$ cat config.mk
export PLATFORM = sky130hd
export DESIGN_NAME = axil_master_bridge
export DESIGN_NICKNAME = d
export VERILOG_FILES = /design/src/rtl/axil_pkg.sv /design/src/rtl/axil_master_bridge.sv
export SDC_FILE = /design/constraint.sdc
export NUM_CORES = 1
export LEC_CHECK = 0
export CAP_MARGIN = 5
export CORE_MARGIN = 5
export CORE_UTILIZATION = 40
export CTS_CLUSTER_SIZE = 24
export DETAILED_ROUTE_END_ITERATION = 16
export PLACE_DENSITY = 0.77
export RECOVER_POWER = 50
export SLEW_MARGIN = 20
export SYNTH_ARGS = -nofsm -noshare
export SYNTH_HDL_FRONTEND = slang
export SYNTH_SLANG_ARGS = --single-unit
$ cat constraint.sdc
create_clock -name clk -period 2.25 [get_ports clk]
set_input_delay 0.45 -clock clk [delete_from_list [all_inputs] [get_ports clk]]
set_output_delay 0.45 -clock clk [all_outputs]
set_load 0.01 [all_outputs]
$ cat src/rtl/axil_pkg.sv
// Shared AXI4-Lite definitions: response codes and the master bridge state type.
package axil_pkg;

    localparam logic [1:0] RESP_OKAY   = 2'b00;
    localparam logic [1:0] RESP_EXOKAY = 2'b01;
    localparam logic [1:0] RESP_SLVERR = 2'b10;
    localparam logic [1:0] RESP_DECERR = 2'b11;

    typedef enum logic [2:0] {
        IDLE,
        WR,
        WR_RESP,
        RD_ADDR,
        RD_DATA,
        RESP
    } axil_mst_state_t;

    // Anything other than OKAY is reported to the requester as an error,
    // including EXOKAY, which an AXI4-Lite slave has no business returning.
    function automatic logic resp_is_err(input logic [1:0] resp);
        logic err;
        case (resp)
            RESP_OKAY:   err = 1'b0;
            RESP_EXOKAY: err = 1'b1;
            RESP_SLVERR: err = 1'b1;
            RESP_DECERR: err = 1'b1;
            default:     err = 1'b1;
        endcase
        return err;
    endfunction

endpackage

$ cat src/rtl/axil_master_bridge.sv
// Single-outstanding request/response port to AXI4-Lite master bridge.
// Every AXI output and req_ready comes straight from a flop; the comb block
// only computes the next register values.
import axil_pkg::*;

module axil_master_bridge #(
    parameter int DATA_WIDTH = 32,
    parameter int ADDR_WIDTH = 16,
    parameter int STRB_WIDTH = DATA_WIDTH / 8
) (
    input  logic                  clk,
    input  logic                  rst_n,

    input  logic                  req_valid,
    output logic                  req_ready,
    input  logic                  req_we,
    input  logic [ADDR_WIDTH-1:0] req_addr,
    input  logic [DATA_WIDTH-1:0] req_wdata,
    input  logic [STRB_WIDTH-1:0] req_wstrb,

    output logic                  rsp_valid,
    input  logic                  rsp_ready,
    output logic [DATA_WIDTH-1:0] rsp_rdata,
    output logic                  rsp_err,

    output logic [ADDR_WIDTH-1:0] m_axil_awaddr,
    output logic [2:0]            m_axil_awprot,
    output logic                  m_axil_awvalid,
    input  logic                  m_axil_awready,
    output logic [DATA_WIDTH-1:0] m_axil_wdata,
    output logic [STRB_WIDTH-1:0] m_axil_wstrb,
    output logic                  m_axil_wvalid,
    input  logic                  m_axil_wready,
    input  logic [1:0]            m_axil_bresp,
    input  logic                  m_axil_bvalid,
    output logic                  m_axil_bready,
    output logic [ADDR_WIDTH-1:0] m_axil_araddr,
    output logic [2:0]            m_axil_arprot,
    output logic                  m_axil_arvalid,
    input  logic                  m_axil_arready,
    input  logic [DATA_WIDTH-1:0] m_axil_rdata,
    input  logic [1:0]            m_axil_rresp,
    input  logic                  m_axil_rvalid,
    output logic                  m_axil_rready
);

    axil_mst_state_t       state, state_nx;

    logic [ADDR_WIDTH-1:0] addr_q,  addr_nx;
    logic [DATA_WIDTH-1:0] wdata_q, wdata_nx;
    logic [STRB_WIDTH-1:0] wstrb_q, wstrb_nx;
    logic                  aw_done, aw_done_nx;
    logic                  w_done,  w_done_nx;

    logic                  awvalid_nx, wvalid_nx, bready_nx;
    logic                  arvalid_nx, rready_nx;
    logic                  rsp_valid_nx, rsp_err_nx, req_ready_nx;
    logic [DATA_WIDTH-1:0] rsp_rdata_nx;

    // Read and write share one latched address; only one channel is active.
    assign m_axil_awaddr = addr_q;
    assign m_axil_araddr = addr_q;
    assign m_axil_wdata  = wdata_q;
    assign m_axil_wstrb  = wstrb_q;
    assign m_axil_awprot = 3'b000;
    assign m_axil_arprot = 3'b000;

    // Next-state and next-output computation; every register holds by default.
    always_comb begin
        state_nx      = state;
        addr_nx       = addr_q;
        wdata_nx      = wdata_q;
        wstrb_nx      = wstrb_q;
        aw_done_nx    = aw_done;
        w_done_nx     = w_done;
        awvalid_nx    = m_axil_awvalid;
        wvalid_nx     = m_axil_wvalid;
        bready_nx     = m_axil_bready;
        arvalid_nx    = m_axil_arvalid;
        rready_nx     = m_axil_rready;
        rsp_valid_nx  = rsp_valid;
        rsp_err_nx    = rsp_err;
        rsp_rdata_nx  = rsp_rdata;

        case (state)
            IDLE: begin
                // The request direction is remembered by which state we enter.
                if (req_valid && req_ready) begin
                    addr_nx  = req_addr;
                    wdata_nx = req_wdata;
                    wstrb_nx = req_wstrb;
                    if (req_we) begin
                        awvalid_nx = 1'b1;
                        wvalid_nx  = 1'b1;
                        aw_done_nx = 1'b0;
                        w_done_nx  = 1'b0;
                        state_nx   = WR;
                    end else begin
                        arvalid_nx = 1'b1;
                        state_nx   = RD_ADDR;
                    end
                end
            end
            WR: begin
                if (m_axil_awvalid && m_axil_awready) begin
                    awvalid_nx = 1'b0;
                    aw_done_nx = 1'b1;
                end
                if (m_axil_wvalid && m_axil_wready) begin
                    wvalid_nx = 1'b0;
                    w_done_nx = 1'b1;
                end
                // bready only rises once both halves of the write are out, so an
                // early B beat can never be taken.
                if (aw_done_nx && w_done_nx) begin
                    bready_nx = 1'b1;
                    state_nx  = WR_RESP;
                end
            end
            WR_RESP: begin
                if (m_axil_bvalid && m_axil_bready) begin
                    bready_nx    = 1'b0;
                    rsp_err_nx   = resp_is_err(m_axil_bresp);
                    rsp_rdata_nx = '0;
                    rsp_valid_nx = 1'b1;
                    state_nx     = RESP;
                end
            end
            RD_ADDR: begin
                if (m_axil_arvalid && m_axil_arready) begin
                    arvalid_nx = 1'b0;
                    rready_nx  = 1'b1;
                    state_nx   = RD_DATA;
                end
            end
            RD_DATA: begin
                if (m_axil_rvalid && m_axil_rready) begin
                    rready_nx    = 1'b0;
                    rsp_rdata_nx = m_axil_rdata;
                    rsp_err_nx   = resp_is_err(m_axil_rresp);
                    rsp_valid_nx = 1'b1;
                    state_nx     = RESP;
                end
            end
            RESP: begin
                if (rsp_valid && rsp_ready) begin
                    rsp_valid_nx = 1'b0;
                    state_nx     = IDLE;
                end
            end
            default: begin
                state_nx = IDLE;
            end
        endcase

        req_ready_nx = (state_nx == IDLE);
    end

    // State and all registered outputs; asynchronous reset abandons any transfer.
    always_ff @(posedge clk or negedge rst_n) begin
        if (!rst_n) begin
            state          <= IDLE;
            addr_q         <= '0;
            wdata_q        <= '0;
            wstrb_q        <= '0;
            aw_done        <= 1'b0;
            w_done         <= 1'b0;
            m_axil_awvalid <= 1'b0;
            m_axil_wvalid  <= 1'b0;
            m_axil_bready  <= 1'b0;
            m_axil_arvalid <= 1'b0;
            m_axil_rready  <= 1'b0;
            rsp_valid      <= 1'b0;
            rsp_err        <= 1'b0;
            rsp_rdata      <= '0;
            req_ready      <= 1'b0;
        end else begin
            state          <= state_nx;
            addr_q         <= addr_nx;
            wdata_q        <= wdata_nx;
            wstrb_q        <= wstrb_nx;
            aw_done        <= aw_done_nx;
            w_done         <= w_done_nx;
            m_axil_awvalid <= awvalid_nx;
            m_axil_wvalid  <= wvalid_nx;
            m_axil_bready  <= bready_nx;
            m_axil_arvalid <= arvalid_nx;
            m_axil_rready  <= rready_nx;
            rsp_valid      <= rsp_valid_nx;
            rsp_err        <= rsp_err_nx;
            rsp_rdata      <= rsp_rdata_nx;
            req_ready      <= req_ready_nx;
        end
    end

endmodule

==> results.yml <==
outcome:
  status: "completed"
sta:
  fmax_mhz: 540
  finalSetupTns_ps: 0
  finalMaxSlewViolations: 0
  min_period_over_period: 0.823
  setup_viol: 0
  finalCriticalPeriod_ps: 1850
  worst_hold_slack_ps: 475
  rsz0062_at_grt: "false"
  worst_slew_pin_slew_ps: 947
  hold_violations: 0
  max-slew-margin-rel: 0.369
  clock_skew_ps: 7.36
  setup_ws_ps: 398
final_layout:
  nNetsFinal: 735
  n_antenna_cell: 0
  final_area_mm2: 0.00654
  drive_gt1_frac: 0.119
  fillers: 919
  final_util: 0.608
  area_growth_pct: 50.4
clock_tree:
  cts-resized-gates: 0
  clock_path_buffers: 2
  cts_made_buffers: 9
  htreeDepth: 3
  clk_latency_ps: 350
  cts_sinks: 97
  cts_tree: "done"
  root_buffer: "clkbuf_8"
  post_cts_buffers: 0
  ctsHoldBuffers: 1
  clk_pin_slew_worst_paths_ps: 90
power:
  power.leakage_nw: 2.97
  p_per_area_mw_per_mm2: 1230
  ir_worst_vdd_mv: 0.627
critical_path:
  end_kind: "flip-flop"
  critPathMaxFanout: 20
  cp-start-kind: "flip-flop"
  worst_ep_arrival_time_ps: 2140
  critical_path_class: "flip-flop to flip-flop"
  crit_required_ps: 2540
logic_synthesis:
  yosysUniqueCellTypes: 34
  synth_seq_cells: 97
  ys_top_cells_by_area: "dfrtp_1 56%, nand2_1 15%, nand3_2 6.2%, o21ai_2 5.4%, buf_4 4.5%"
  async_flop_share: 1.00
  seq_area_frac_synth: 0.559
  synth_edf_count: 0
  synthCells: 447
  yosysWarnings: 0
  yosys.area.top_type: "dfrtp_1"
  syn_area_mm2: 0.00435
  avgSynthCellArea_um2: 9.72
  synth_top_area_frac: 0.559
  ys.flop_type: "dfrtp_1"
floorplan:
  coreArea_mm2: 0.0107
  die_x_um: 114
  rows: 38
  pin_count: 212
  die_y_um: 114
  start_util: 0.404
  design.die.area_mm2: 0.0130
global_routing:
  grt_pass1_wl_um: 18800
  antenna_found_initial: 0
  grt_max_degree: 53
  grt_usage: 0.179
  grt_pass1_vias: 3769
  grt_remaining_overflow: 0
drt:
  viasPerCell: 4.58
  first_pass_iters: 4
  wire_per_inst_um: 14.9
  drtIter0Drc: 153
  vias: 3574
  drc_errors: 0
  drtAntennaViolNets: 0
  totalWireLength_um: 11600
placement:
  dp_slack_ps: 296
  routabilityCongestion: 0.799
  io_buffers: 205
  placedInstanceArea_mm2: 0.00640
  hpwl_um: 8900
min_path:
  hp-class: "flip-flop to flip-flop"
flow_run:
  cap_violations: 0
cell type report:
cell class | instances | area [um2] | area share
Multi-Input combinational cell | 278 | 1450 | 0.221
Timing Repair Buffer | 218 | 2170 | 0.332
Tap cell | 140 | 175 | 0.0268
Inverter | 33 | 124 | 0.0189
Clock buffer | 10 | 138 | 0.0211
Sequential cell | 97 | 2430 | 0.371
Clock inverter | 5 | 56.3 | 0.00861
worst max-delay path, stage by stage (launching register included):
cell,delay [ps]
dfrtp_1,460
nor2_1,200
and4b_1,510
clkbuf_2,430
nand2_1,110
nand2_1,70
cells in the mapped netlist (all sizes together) (2+ instances only):
cell type,number
dfrtp,97
nor3b,4
nand4b,2
buf,34
clkbuf,10
o21ai,36
nand2,174
a32o,2
or3b,2
nand3,35
inv,33
a21oi,2
placed cells by master, fill, tap and decap left out, drive strengths merged:
cell,count
or2,1
nand3,35
nor2b,1
o221ai,1
nor3b,4
o21ai,36
dfrtp,97
and2,1
o22ai,1
clkinv,3
clkinvlp,1
nor2,1
a32o,2
and3b,1
or3,1
nand2,174
clkbuf,16
buf,7
nand4,1
nand2b,1
inv,33
nand4b,2
a21oi,2
o311ai,1
nor4,1
a311oi,1
clkdlybuf4s50,202
or3b,2
dlygate4sd3,3
conb,6
a21o,1
and4b,1
bufinv,1
state kept, by name (all words and copies together), names as in the netlist:
register        cells
w_done              1
rsp_err             1
state               3
rsp_valid           1
m_axil_wstrb        4
m_axil_araddr      16
rsp_rdata          32
m_axil_wvalid       1
m_axil_wdata       32
req_ready           1
m_axil_arvalid      1
m_axil_awvalid      1
aw_done             1
m_axil_bready       1
m_axil_rready       1
per-stage QoR:
step	std cells	total power, mW
finish	781	8.05
global route	781	8.65
CTS	781	8.22
detailed placement	765	7.06
global placement	765	6.94
floorplan	452	4.81
cell families after synthesis:
logic type	Yosys count	share of synthesized area
simple gates	227	0.253
flops	97	0.559
compound gates	45	0.0841
buf+inv	77	0.103
other cells	1	0.000863
final timing paths:
path / startpoint / end / slack, ps / depth (start not counted)
max: state[2] / m_axil_araddr[8] / 400 / 5
min: m_axil_wdata[12] / m_axil_wdata[12] / 470 / 2
max reg2reg: state[2] / m_axil_araddr[8] / 400 / 5
min reg2reg: m_axil_wdata[12] / m_axil_wdata[12] / 470 / 2
max in group asynchronous: rst_n / m_axil_wdata[1] / 660 / 3
min in group asynchronous: rst_n / rsp_rdata[17] / 670 / 2
power by group:
| part | switching [mW] | total, mW | internal, mW |
|---|---|---|---|
| clock | 0.580 | 1.12 | 0.536 |
| combinational | 1.78 | 3.92 | 2.14 |
| sequential | 0.499 | 3.01 | 2.51 |
| total | 2.86 | 8.05 | 5.18 |
per-layer routing:
metal	share of wire	global-route usage
met4	0.014	0.0538
met5	0	0
met1	0.42	0.225
met2	0.48	0.288
met3	0.090	0.0655
(Power assumes the default switching activity.)
